[config.mk]
export PLATFORM = sky130hd
export DESIGN_NAME = pulse_train_gen
export DESIGN_NICKNAME = d
export VERILOG_FILES = /design/src/rtl/pulse_train_gen.sv
export SDC_FILE = /design/constraint.sdc
export NUM_CORES = 1
export LEC_CHECK = 0
export CAP_MARGIN = 10
export CORE_MARGIN = 1.5
export CORE_UTILIZATION = 53
export DETAILED_ROUTE_END_ITERATION = 8
export GPL_TIMING_DRIVEN = 0
export PLACE_DENSITY = 0.78
export SKIP_CTS_REPAIR_TIMING = 1
export SLEW_MARGIN = 40
export SYNTH_ARGS = -nofsm -noshare
export SYNTH_HDL_FRONTEND = slang
export SYNTH_SLANG_ARGS = --single-unit
[constraint.sdc]
create_clock -name clk -period 2 [get_ports clk]
set_input_delay 0.4 -clock clk [delete_from_list [all_inputs] [get_ports clk]]
set_output_delay 0.4 -clock clk [all_outputs]
set_load 0.01 [all_outputs]
[src/rtl/pulse_train_gen.sv]
`default_nettype none
// ============================================================================
//  Module      : pulse_train_gen
//  Description : Registered pulse-train generator. A start request with a
//                non-zero count emits i_num pulses, each HIGH_W cycles high
//                and separated by LOW_W low cycles. No trailing gap follows
//                the last pulse; o_done strobes in the cycle after it.
//  Ports       : clk      - clock, rising edge
//                rst_n    - asynchronous active-low reset
//                i_start  - start request, sampled every cycle while idle
//                i_num    - pulse count, latched when a start is accepted
//                o_pulse  - pulse train output (registered)
//                o_busy   - high while a train is running (registered)
//                o_done   - one-cycle completion strobe (registered)
//  Revision    : 1.0 - initial release
// ============================================================================
module pulse_train_gen #(
    parameter int HIGH_W = 4,
    parameter int LOW_W  = 4,
    parameter int CNT_W  = 8
) (
    input  logic             clk,
    input  logic             rst_n,
    input  logic             i_start,
    input  logic [CNT_W-1:0] i_num,
    output logic             o_pulse,
    output logic             o_busy,
    output logic             o_done
);

    // One phase counter serves both phases, so it spans the longer one.
    localparam int c_PH_MAX = (HIGH_W > LOW_W) ? HIGH_W : LOW_W;
    localparam int c_PH_W   = (c_PH_MAX > 1) ? $clog2(c_PH_MAX) : 1;

    localparam logic [c_PH_W-1:0] c_HIGH_LAST = c_PH_W'(HIGH_W - 1);
    localparam logic [c_PH_W-1:0] c_LOW_LAST  = c_PH_W'(LOW_W - 1);

    localparam logic [1:0] c_ST_IDLE = 2'd0;
    localparam logic [1:0] c_ST_HIGH = 2'd1;
    localparam logic [1:0] c_ST_LOW  = 2'd2;

    logic [1:0]        r_state;
    logic [1:0]        w_state_nxt;
    logic [c_PH_W-1:0] r_phase;
    logic [c_PH_W-1:0] w_phase_nxt;
    logic [CNT_W-1:0]  r_rem;
    logic [CNT_W-1:0]  w_rem_nxt;
    logic              r_pulse;
    logic              r_busy;
    logic              r_done;
    logic              w_pulse_nxt;
    logic              w_busy_nxt;
    logic              w_done_nxt;

    always_comb begin
        w_state_nxt = r_state;
        w_phase_nxt = r_phase;
        w_rem_nxt   = r_rem;
        w_done_nxt  = 1'b0;

        case (r_state)
            c_ST_IDLE: begin
                // A zero count is dropped entirely: no busy, no done.
                if (i_start && (i_num != '0)) begin
                    w_state_nxt = c_ST_HIGH;
                    w_phase_nxt = '0;
                    w_rem_nxt   = i_num;
                end
            end
            c_ST_HIGH: begin
                if (r_phase == c_HIGH_LAST) begin
                    w_phase_nxt = '0;
                    // r_rem is at least 1 here, so the decrement never wraps.
                    w_rem_nxt   = r_rem - CNT_W'(1);
                    if (r_rem == CNT_W'(1)) begin
                        w_state_nxt = c_ST_IDLE;
                        w_done_nxt  = 1'b1;
                    end else begin
                        w_state_nxt = c_ST_LOW;
                    end
                end else begin
                    w_phase_nxt = r_phase + c_PH_W'(1);
                end
            end
            c_ST_LOW: begin
                if (r_phase == c_LOW_LAST) begin
                    w_state_nxt = c_ST_HIGH;
                    w_phase_nxt = '0;
                end else begin
                    w_phase_nxt = r_phase + c_PH_W'(1);
                end
            end
            default: begin
                w_state_nxt = c_ST_IDLE;
                w_phase_nxt = '0;
                w_rem_nxt   = '0;
            end
        endcase

        // Outputs are decoded from the next state and then registered so
        // they line up with the state they describe and never glitch.
        w_pulse_nxt = (w_state_nxt == c_ST_HIGH);
        w_busy_nxt  = (w_state_nxt != c_ST_IDLE);
    end

    always_ff @(posedge clk or negedge rst_n) begin
        if (!rst_n) begin
            r_state <= c_ST_IDLE;
            r_phase <= '0;
            r_rem   <= '0;
            r_pulse <= 1'b0;
            r_busy  <= 1'b0;
            r_done  <= 1'b0;
        end else begin
            r_state <= w_state_nxt;
            r_phase <= w_phase_nxt;
            r_rem   <= w_rem_nxt;
            r_pulse <= w_pulse_nxt;
            r_busy  <= w_busy_nxt;
            r_done  <= w_done_nxt;
        end
    end

    assign o_pulse = r_pulse;
    assign o_busy  = r_busy;
    assign o_done  = r_done;

endmodule
`default_nettype wire

==> qor.csv, run 1 <==
stage,metric,value,unit
cts,clock latency on the worst-skew pair,0.28,ns
setup_path,Critical path buffers and inverters,1,
power_and_ir_drop,VDD IR max,0.000786,V
setup_path,CP max stage delay,0.50,ns
setup_path,crit path DAT,2.11,ns
synth,Cells after Synth,107,
global_routing,global-route wire length before repair,3650,um
layout,Post-Layout Cell Count,149,
setup_path,worst-path cell chain,inv_2 > ha_4 > or3b_2 > o31a_2 > a211oi_2 > o22a_1,
synth,Seq cells post-synth,15,
power_and_ir_drop,switching portion of total power,44.3,%
layout,most frequent cells in the layout,"15 x dfrtp_1, 13 x clkdlybuf4s50_1, 8 x inv_1",
run_status,outcome,"complete, no violations",
place,port bufs,13,
synth,YS warnings,0,
sta,endpoints failing hold,0,
floorplan,Die H,46.9,um
power_and_ir_drop,total net switching power,0.833,mW
layout,fin area,0.00125,mm^2
cts,CTS Buf Count,3,
synth,Synth area leaders,"dfrtp_1 37%, ha_1 8.6%, inv_1 3.3%",
synth,top_reg_cell synth,dfrtp_1,
detailed_routing,average routed wire per standard cell,15.8,um
setup_path,kind of critical path,reg -> reg,
setup_path,R2R depth,6,
power_and_ir_drop,Pint,1.05,mW
setup_path,Worst setup EP type,flip-flop,
cts,CTS tree,yes,
place,final estimated routing congestion in global placement,0.875,
global_routing,vias in the first global route,852,
synth,number of synthesized flops with an enable pin,0,
synth,Synth Area per Inst,9.55,um^2
floorplan,core region area,0.00176,mm^2
floorplan,die span in x,46.9,um
cts,htree depth,1,
layout,final net count,143,
layout,Layout Utilization,71.1,%
layout,"most common cell after layout, fill and taps aside",dfrtp_1,
sta,Final period util,94.5,%
cts,clk sink count,15,
cts,clock-pin slew on the worst setup and hold paths,0.09,ns
global_routing,grt ovf,0,
setup_path,"delay-heaviest family, CP",compound AO/OA/AOI/OAI gates,
setup_path,slowest CP cell,or3b_2,
detailed_routing,vias,887,
place,Placed Cells,145,
power_and_ir_drop,total power,1.88,mW
place,hpwl dp,1710,um
setup_path,"Req. time, crit path",2.22,ns
sta,Setup-failing EPs final,0,
cts,root buf cell,clkbuf_4,
power_and_ir_drop,sequential share of power,30.5,%
sta,Worst Max-Slew Pin Slew,0.671,ns
setup_path,CP max FO,6,
sta,Tmin final,1.89,ns
layout,fill count,137,
place,"Cell Area, Placed",0.00118,mm^2
power_and_ir_drop,Pwr Density,1500,mW/mm^2
floorplan,# IOs,14,
synth,biggest area consumer among synthesized cells,dfrtp_1,
synth,sequential share of the synthesized area,36.7,%
cts,Max clock buf depth,2,
layout,number of diodes,0,
setup_path,Startpoint Class,flip-flop,
layout,fraction of layout cells with a size suffix above 1,21.0,%
layout,synth-to-layout area growth,22.8,%
global_routing,largest net degree at the start of global routing,16,
hold_path,class of the worst hold path,in -> async,
synth,Syn Nets,125,
global_routing,Total GRT Usage,24.1,%
floorplan,cell row count,15,
floorplan,Initial Util,57.9,%
detailed_routing,drt total wl,2350,um
power_and_ir_drop,clock network power share,9.1,%
global_routing,initial antenna violation count,0,
detailed_routing,First-pass DRT Iterations,4,
power_and_ir_drop,Logic pwr share,60.4,%
synth,cell area after synthesis,0.00102,mm^2
setup_path,CP Depth,6,
power_and_ir_drop,leak pwr,0.537,nW
synth,Synth top area share,36.7,%
job,Max-cap violations,0,
detailed_routing,via/cell ratio,5.95,
synth,"Distinct cells, synth",41,
detailed_routing,DRC,0,
sta,Final Max Slew Viols,0,
detailed_routing,ANT nets after route,0,
sta,Worst Hold Slack,0.517,ns
sta,maximum clock rate,529,MHz
synth,ys async rst share,100,%
detailed_routing,initial drt markers,22,
floorplan,Die ar.,0.00220,mm^2
sta,headroom to the max-slew limit,55.2,%
sta,clock skew,0.00626,ns
per-layer routing:
layer  global-route usage, %  part of all wire, %
met5                       0                    0
met4                    10.6                  1.9
met3                    6.15                  4.4
met2                    36.7                   49
met1                    32.3                   45
logic make-up (layout without fill, tap and decap cells):
family | after synthesis | count (layout) | synth area share, %
compound gates | 34 | 34 | 25.7
fa+ha+maj | 7 | 7 | 8.57
buf+inv | 17 | 34 | 6.61
flops | 15 | 15 | 36.7
mux | 4 | 4 | 4.04
simple gates | 30 | 30 | 18.4
metrics by stage:
stage	setup TNS (ns)	setup WS, ns
final	0	0.109
after global routing	-0.0131	-0.00767
after CTS	0	0.00657
after detailed placement	-2.91	-0.297
after global placement	-2.27	-0.249
after floorplan	0	0.189
state kept, by name, indices dropped and copies added (netlist names):
register	flops
o_busy	1
r_rem	8
r_phase	2
r_state	2
o_pulse	1
o_done	1
final cells by class:
type	count	area (um^2)	share of cell area, %
Multi-Input combinational cell	75	618	49.3
Sequential cell	15	375	29.9
Timing Repair Buffer	14	138	11.0
Inverter	9	33.8	2.69
Buffer	7	32.5	2.59
Tap cell	25	31.3	2.49
Clock buffer	4	26.3	2.09
synth_stat cells, types with 2 or more instances:
cell / n
o22ai_1: 3
o21ai_0: 3
nand2_1: 7
buf_2: 3
a221oi_1: 2
ha_1: 7
nand3_1: 5
a211oi_1: 2
a21oi_1: 4
a21o_1: 2
a22oi_1: 2
a32oi_1: 2
clkbuf_1: 5
dfrtp_1: 15
and3_1: 2
o31a_2: 3
nor2_1: 5
nor4_1: 2
mux2i_1: 3
inv_1: 9
power groups by stage:
stage / sequential [mW] / clock (mW) / combinational [mW]
final: 0.574 / 0.171 / 1.14
after global routing: 0.590 / 0.194 / 1.25
after CTS: 0.569 / 0.178 / 1.06
after detailed placement: 0.577 / 0 / 1.06
after global placement: 0.568 / 0 / 1.04
after floorplan: 0.552 / 0 / 0.808
final timing paths:
check / startpoint / to / slack [ns]
worst max-delay path: r_state[1]$_DFF_PN0_ / r_rem[7]$_DFFE_PN0P_ / 0.11
worst min-delay path: rst_n / o_done$_DFF_PN0_ / 0.52
worst max register to register: r_state[1]$_DFF_PN0_ / r_rem[7]$_DFFE_PN0P_ / 0.11
worst min register to register: r_phase[0]$_DFFE_PN0P_ / r_phase[0]$_DFFE_PN0P_ / 0.55
max in group asynchronous: rst_n / r_rem[1]$_DFFE_PN0P_ / 1.05
min in group clk: r_phase[0]$_DFFE_PN0P_ / r_phase[0]$_DFFE_PN0P_ / 0.55
worst register-to-register path: stages (launching register included):
cell	delay [ns]
dfrtp_1	0.44
inv_2	0.12
ha_4	0.17
or3b_2	0.50
o31a_2	0.31
a211oi_2	0.14
o22a_1	0.15
Power figures use the tool's default switching activity.
==> run 2, diff against run 1 <==
--- a/config.mk
+++ b/config.mk
@@ -7,10 +7,10 @@
 export LEC_CHECK = 0
 export CAP_MARGIN = 10
 export CORE_MARGIN = 1.5
-export CORE_UTILIZATION = 53
+export CORE_UTILIZATION = 57
 export DETAILED_ROUTE_END_ITERATION = 8
 export GPL_TIMING_DRIVEN = 0
-export PLACE_DENSITY = 0.78
+export PLACE_DENSITY = 0.93
 export SKIP_CTS_REPAIR_TIMING = 1
 export SLEW_MARGIN = 40
 export SYNTH_ARGS = -nofsm -noshare
==> constraint.sdc (replaced) <==
create_clock -name clk -period 2.3 [get_ports clk]
set_input_delay 0.46 -clock clk [delete_from_list [all_inputs] [get_ports clk]]
set_output_delay 0.46 -clock clk [all_outputs]
set_load 0.01 [all_outputs]
==> run 2 against run 1 <==
Die area down 6.6%; worst setup slack better by 0.14 ns; hold slack better by 0.034 ns; global-route usage up 1.6 points; wire length up 3.8%; critical path type unchanged; critical endpoint is now r_rem[3]$_DFFE_PN0P_; largest cell class unchanged; largest power group unchanged; highest routed layer unchanged.
==> qor.csv, run 2 (same netlist as run 1, synthesis figures left out) <==
stage,metric,value,unit,change
setup_path,"delay-heaviest family, CP",buffers and inverters,,was compound AO/OA/AOI/OAI gates
floorplan,Die H,45.4,um,was 46.9 um
place,hpwl dp,1730,um,was 1710 um
floorplan,core region area,0.00171,mm^2,was 0.00176 mm^2
setup_path,Startpoint Class,flip-flop,,unchanged
layout,fill count,128,,was 137
sta,final worst slack,0.248,ns,was 0.109 ns
floorplan,Initial Util,59.9,%,was 57.9%
power_and_ir_drop,VDD IR max,0.000745,V,was 0.000786 V
sta,Final period util,89.2,%,was 94.5%
layout,Layout Utilization,70.9,%,was 71.1%
global_routing,Total GRT Usage,25.7,%,was 24.1%
power_and_ir_drop,Pwr Density,1330,mW/mm^2,was 1500 mW/mm^2
setup_path,Worst setup EP type,flip-flop,,unchanged
floorplan,Die ar.,0.00206,mm^2,was 0.00220 mm^2
place,final estimated routing congestion in global placement,0.868,,was 0.875
sta,Tmin final,2.05,ns,was 1.89 ns
detailed_routing,via/cell ratio,6.28,,was 5.95
layout,final net count,143,,unchanged
layout,Largest Register,r_rem,,unchanged
cts,root buf cell,clkbuf_4,,unchanged
detailed_routing,ANT nets after route,0,,unchanged
floorplan,die span in x,45.4,um,was 46.9 um
power_and_ir_drop,leak pwr,0.526,nW,was 0.537 nW
layout,Post-Layout Cell Count,149,,unchanged
sta,clock skew,0.00579,ns,was 0.00626 ns
setup_path,slowest CP cell,dfrtp_1,,was or3b_2
sta,endpoints failing hold,0,,unchanged
job,Max-cap violations,0,,unchanged
cts,CTS tree,yes,,unchanged
sta,Setup TNS Final,0,ns,unchanged
sta,headroom to the max-slew limit,52.4,%,was 55.2%
layout,fraction of layout cells with a size suffix above 1,15.3,%,was 21.0%
place,port bufs,13,,unchanged
setup_path,kind of critical path,reg -> reg,,unchanged
detailed_routing,drt total wl,2440,um,was 2350 um
detailed_routing,average routed wire per standard cell,16.3,um,was 15.8 um
sta,maximum clock rate,487,MHz,was 529 MHz
layout,synth-to-layout area growth,18.5,%,was 22.8%
cts,clk sink count,15,,unchanged
detailed_routing,First-pass DRT Iterations,4,,unchanged
layout,"most common cell after layout, fill and taps aside",dfrtp_1,,unchanged
detailed_routing,initial drt markers,30,,was 22
hold_path,class of the worst hold path,reg -> reg,,was in -> async
cts,htree depth,1,,unchanged
sta,RSZ-0062 raised after global routing,no,,
layout,fin area,0.00121,mm^2,was 0.00125 mm^2
power_and_ir_drop,total power,1.61,mW,was 1.88 mW
cts,Max clock buf depth,2,,unchanged
layout,most frequent cells in the layout,"15 x dfrtp_1, 13 x clkdlybuf4s50_1, 9 x inv_1",,"was 15 x dfrtp_1, 13 x clkdlybuf4s50_1, 8 x inv_1"
sta,Final Max Slew Viols,0,,unchanged
run_status,outcome,"complete, no violations",,unchanged
global_routing,vias in the first global route,885,,was 852
floorplan,# IOs,14,,unchanged
layout,number of diodes,0,,unchanged
setup_path,CP max stage delay,0.47,ns,was 0.50 ns
global_routing,grt ovf,0,,unchanged
setup_path,"Req. time, crit path",2.51,ns,was 2.22 ns
sta,Worst Hold Slack,0.552,ns,was 0.517 ns
setup_path,crit path DAT,2.26,ns,was 2.11 ns
layout,biggest regs,"r_rem (8), r_phase (2), r_state (2)",,unchanged
setup_path,Critical path buffers and inverters,3,,was 1
detailed_routing,vias,936,,was 887
place,Placed Cells,145,,unchanged
place,Place WS,-0.00112,ns,was -0.297 ns
floorplan,cell row count,15,,unchanged
global_routing,initial antenna violation count,0,,unchanged
cts,CTS Buf Count,3,,unchanged
layout,max reg flops,8,,unchanged
global_routing,largest net degree at the start of global routing,16,,unchanged
setup_path,most frequent CP cell,clkbuf_1,,
global_routing,global-route wire length before repair,3770,um,was 3650 um
detailed_routing,DRC,0,,unchanged
cts,clock-pin slew on the worst setup and hold paths,0.10,ns,was 0.09 ns
setup_path,CP max FO,10,,was 6
cts,clock latency on the worst-skew pair,0.30,ns,was 0.28 ns
sta,Worst Max-Slew Pin Slew,0.711,ns,was 0.671 ns
sta,Setup-failing EPs final,0,,unchanged
setup_path,worst-path cell chain,inv_1 > ha_1 > clkbuf_1 > clkbuf_1 > nand2_1 > o31a_2 > o22ai_1,,was inv_2 > ha_4 > or3b_2 > o31a_2 > a211oi_2 > o22a_1
place,"Cell Area, Placed",0.00118,mm^2,unchanged
==> run 2: changes by cell type in the layout (fill, tap and decap cells not counted), moves of 2 or more <==
cell / before / now
nor4_1: 0 / 2
ha_1: 5 / 7
clkbuf_1: 3 / 5
clkbuf_2: 2 / 0
nor4_2: 2 / 0
==> run 2: final cells by class <==
cell class	instances	area, um^2	area share [%]
Multi-Input combinational cell	75	579	47.8
Sequential cell	15	375	31.0
Timing Repair Buffer	13	130	10.7
Buffer	8	33.8	2.79
Inverter	9	33.8	2.79
Tap cell	25	31.3	2.58
Clock buffer	3	22.5	1.86
Clock inverter	1	5.00	0.413
==> run 2: power breakdown <==
part | internal [mW] | switching, mW
clock network | 0.0648 | 0.0945
registers | 0.379 | 0.125
logic | 0.432 | 0.514
==> run 2: worst paths after layout <==
check                                     start                      to  slack (ns)  depth (start not counted)
setup / recovery           r_state[0]$_DFF_PN0_    r_rem[3]$_DFFE_PN0P_        0.25                          7
hold / removal             r_rem[5]$_DFFE_PN0P_    r_rem[5]$_DFFE_PN0P_        0.55                          2
setup reg to reg           r_state[0]$_DFF_PN0_    r_rem[3]$_DFFE_PN0P_        0.25                          7
hold reg to reg            r_rem[5]$_DFFE_PN0P_    r_rem[5]$_DFFE_PN0P_        0.55                          2
max in group asynchronous                 rst_n  r_phase[1]$_DFFE_PN0P_        1.27                          1
min in group asynchronous                 rst_n    r_rem[4]$_DFFE_PN0P_        0.58                          1
==> run 2: worst reg2reg max path: stages (launching register included) <==
cell      delay (ns)
dfrtp_1         0.47
inv_1           0.11
ha_1            0.18
clkbuf_1        0.36
clkbuf_1        0.46
nand2_1         0.11
o31a_2          0.14
o22ai_1         0.14
==> run 2: metal layers <==
| layer | share of wire, % | routed length, um | global-route usage, % |
|---|---|---|---|
| met5 | 0 | 0 | 0 |
| met2 | 51 | 1230 | 42.3 |
| met4 | 2.5 | 61 | 15.9 |
| met1 | 41 | 999 | 31.8 |
| met3 | 5.8 | 141 | 2.80 |
==> run 3, diff against run 2 <==
--- a/config.mk
+++ b/config.mk
@@ -10,7 +10,7 @@
 export CORE_UTILIZATION = 57
 export DETAILED_ROUTE_END_ITERATION = 8
 export GPL_TIMING_DRIVEN = 0
-export PLACE_DENSITY = 0.93
+export PLACE_DENSITY = 0.83
 export SKIP_CTS_REPAIR_TIMING = 1
 export SLEW_MARGIN = 40
 export SYNTH_ARGS = -nofsm -noshare
==> run 3 against run 2 <==
Sequential power shrank 1%; register-to-register slack gained 0.09 ns; design area shrank 0.10%; cell count is the same; worst setup slack lost 0.016 ns; clock skew shrank 0.0052 ns; critical endpoint is now r_phase[0]$_DFFE_PN0P_; largest cell class unchanged; highest routed layer unchanged.
==> qor.csv, run 3 (same netlist as run 1, synthesis figures left out) <==
stage,metric,value,unit,change
setup_path,slowest CP cell,nor4_1,,was dfrtp_1
global_routing,vias in the first global route,867,,was 885
layout,most frequent cells in the layout,"15 x dfrtp_1, 13 x clkdlybuf4s50_1, 9 x inv_1",,unchanged
detailed_routing,drt total wl,2270,um,was 2440 um
layout,Post-Layout Cell Count,149,,unchanged
setup_path,"Req. time, crit path",2.48,ns,was 2.51 ns
layout,"most common cell after layout, fill and taps aside",dfrtp_1,,unchanged
hold_path,class of the worst hold path,reg -> reg,,unchanged
detailed_routing,via/cell ratio,6.05,,was 6.28
setup_path,R2R Setup Slk,0.34,ns,was 0.25 ns
setup_path,worst-path cell chain,clkdlybuf4s50_1 > nor4_1 > a21bo_2 > buf_2 > nand2_1 > mux2_2,,was inv_1 > ha_1 > clkbuf_1 > clkbuf_1 > nand2_1 > o31a_2 > o22ai_1
sta,Tmin final,2.07,ns,was 2.05 ns
layout,synth-to-layout area growth,18.4,%,was 18.5%
setup_path,CP max FO,10,,unchanged
floorplan,# IOs,14,,unchanged
sta,headroom to the max-slew limit,55.1,%,was 52.4%
setup_path,worst flop-to-flop path endpoint,r_rem[7]$_DFFE_PN0P_,,was r_rem[3]$_DFFE_PN0P_
place,port bufs,13,,unchanged
cts,clock latency on the worst-skew pair,0.28,ns,was 0.30 ns
detailed_routing,average routed wire per standard cell,15.2,um,was 16.3 um
setup_path,Startpoint Class,input port,,was flip-flop
global_routing,grt ovf,0,,unchanged
floorplan,die span in x,45.4,um,unchanged
layout,Largest Register,r_rem,,unchanged
sta,Final period util,89.9,%,was 89.2%
detailed_routing,ANT nets after route,0,,unchanged
cts,htree depth,1,,unchanged
sta,maximum clock rate,484,MHz,was 487 MHz
sta,Final Max Slew Viols,0,,unchanged
floorplan,Die ar.,0.00206,mm^2,unchanged
global_routing,layer with the highest usage,met2,,unchanged
detailed_routing,First-pass DRT Iterations,4,,unchanged
setup_path,worst setup path endpoint,r_phase[0]$_DFFE_PN0P_,,was r_rem[3]$_DFFE_PN0P_
detailed_routing,initial drt markers,21,,was 30
setup_path,worst r2r src,r_state[1]$_DFF_PN0_,,was r_state[0]$_DFF_PN0_
cts,CTS tree,yes,,unchanged
layout,Multi-input gate area,579,um^2,unchanged
setup_path,crit path DAT,2.25,ns,was 2.26 ns
floorplan,Die H,45.4,um,unchanged
floorplan,core region area,0.00171,mm^2,unchanged
global_routing,met3 usage,3.20,%,was 2.80%
global_routing,met2 usage,42.0,%,was 42.3%
sta,endpoints failing hold,0,,unchanged
layout,final net count,143,,unchanged
detailed_routing,DRC,0,,unchanged
layout,fill count,136,,was 128
floorplan,Initial Util,59.9,%,unchanged
layout,Reg area,375,um^2,unchanged
cts,root buf cell,clkbuf_4,,unchanged
sta,clock skew,0.000619,ns,was 0.00579 ns
layout,biggest regs,"r_rem (8), r_phase (2), r_state (2)",,unchanged
power_and_ir_drop,leak pwr,0.523,nW,was 0.526 nW
detailed_routing,vias,902,,was 936
sta,Worst Max-Slew Pin Slew,0.671,ns,was 0.711 ns
run_status,outcome,"complete, no violations",,unchanged
setup_path,R2R depth,6,,was 7
setup_path,Worst setup EP type,flip-flop,,unchanged
setup_path,CP Depth,6,,was 7
layout,fraction of layout cells with a size suffix above 1,14.5,%,was 15.3%
sta,Setup-failing EPs final,0,,unchanged
setup_path,CP max stage delay,0.49,ns,was 0.47 ns
place,hpwl dp,1680,um,was 1730 um
setup_path,"delay-heaviest family, CP",buffers and inverters,,unchanged
job,Max-cap violations,0,,unchanged
layout,number of diodes,0,,unchanged
power_and_ir_drop,VDD IR max,0.000712,V,was 0.000745 V
floorplan,cell row count,15,,unchanged
power_and_ir_drop,Pwr Density,1310,mW/mm^2,was 1330 mW/mm^2
layout,max reg flops,8,,unchanged
setup_path,kind of critical path,in -> reg,,was reg -> reg
setup_path,Critical path buffers and inverters,2,,was 3
global_routing,met1 Use GR,31.4,%,was 31.8%
global_routing,initial antenna violation count,0,,unchanged
global_routing,global-route wire length before repair,3730,um,was 3770 um
cts,clk sink count,15,,unchanged
cts,clock-pin slew on the worst setup and hold paths,0.09,ns,was 0.10 ns
global_routing,Total GRT Usage,25.4,%,was 25.7%
cts,CTS Buf Count,3,,unchanged
place,Placed Cells,145,,unchanged
setup_path,Critical Path Source,i_num[7],,was r_state[0]$_DFF_PN0_
place,final estimated routing congestion in global placement,0.897,,was 0.868
sta,Worst Hold Slack,0.550,ns,was 0.552 ns
sta,RSZ-0062 raised after global routing,no,,unchanged
cts,Max clock buf depth,2,,unchanged
global_routing,largest net degree at the start of global routing,16,,unchanged
==> run 3: changes by cell type in the layout (fill, tap and decap cells not counted) <==
cell      previous run  this run
clkbuf_1             5         6
clkinv_2             1         0
==> run 3: worst min path at each step <==
| stage | from | to | slack (ns) | cells after the start |
|---|---|---|---|---|
| global placement | r_phase[0]$_DFFE_PN0P_ | r_phase[0]$_DFFE_PN0P_ | 0.52 | 1 |
| floorplan | rst_n | o_busy$_DFF_PN0_ | 0.16 | 0 |
| CTS | r_rem[5]$_DFFE_PN0P_ | r_rem[5]$_DFFE_PN0P_ | 0.55 | 2 |
| finish | r_rem[5]$_DFFE_PN0P_ | r_rem[5]$_DFFE_PN0P_ | 0.55 | 2 |
| global route | r_rem[5]$_DFFE_PN0P_ | r_rem[5]$_DFFE_PN0P_ | 0.57 | 2 |
| detailed placement | r_rem[5]$_DFFE_PN0P_ | r_rem[5]$_DFFE_PN0P_ | 0.54 | 2 |
==> run 3: area by class of cell <==
cell class	instances	share of cell area [%]
tap	25	2.59
sequential	15	31.0
clock buffer	4	2.17
buffer	8	2.79
inverter	9	2.79
timing repair buffer	13	10.8
multi-input combinational	75	47.9
==> run 3: stage by stage <==
| stage | power (mW) | area, um^2 | util (%) | TNS, ns | setup slack [ns] |
|---|---|---|---|---|---|
| 3_5_place_dp | 1.42 | 1180 | 69.3 | -0.0784 | -0.0396 |
| 2_1_floorplan | 1.18 | 1020 | - | 0 | 0.489 |
| 6_report | 1.58 | 1210 | 70.8 | 0 | 0.232 |
| 3_3_place_gp | 1.39 | 1180 | 69.3 | -0.00322 | -0.00322 |
| 5_1_grt | 1.72 | 1210 | 70.8 | 0 | 0.152 |
| 4_1_cts | 1.58 | 1210 | 70.8 | 0 | 0.262 |
==> run 3: routing by layer <==
layer | wire [um] | up-vias | share of wire, %
met2 | 1090 | 28 | 48
li1 | - | 438 | -
met3 | 123 | 6 | 5.4
met1 | 989 | 430 | 44
met4 | 64 | 0 | 2.8
met5 | 0 | - | 0
==> run 3: tightest hold or removal path, stage by stage (launching register included) <==
cell and delay (ns):
dfrtp_1 0.39, inv_1 0.05, o22ai_1 0.07
==> run 3: power breakdown <==
group          leakage [nW]  switching (mW)  internal [mW]
Clock                0.0150          0.0858         0.0674
Combinational         0.319           0.497          0.430
Sequential            0.189           0.119          0.380
Total                 0.523           0.702          0.877
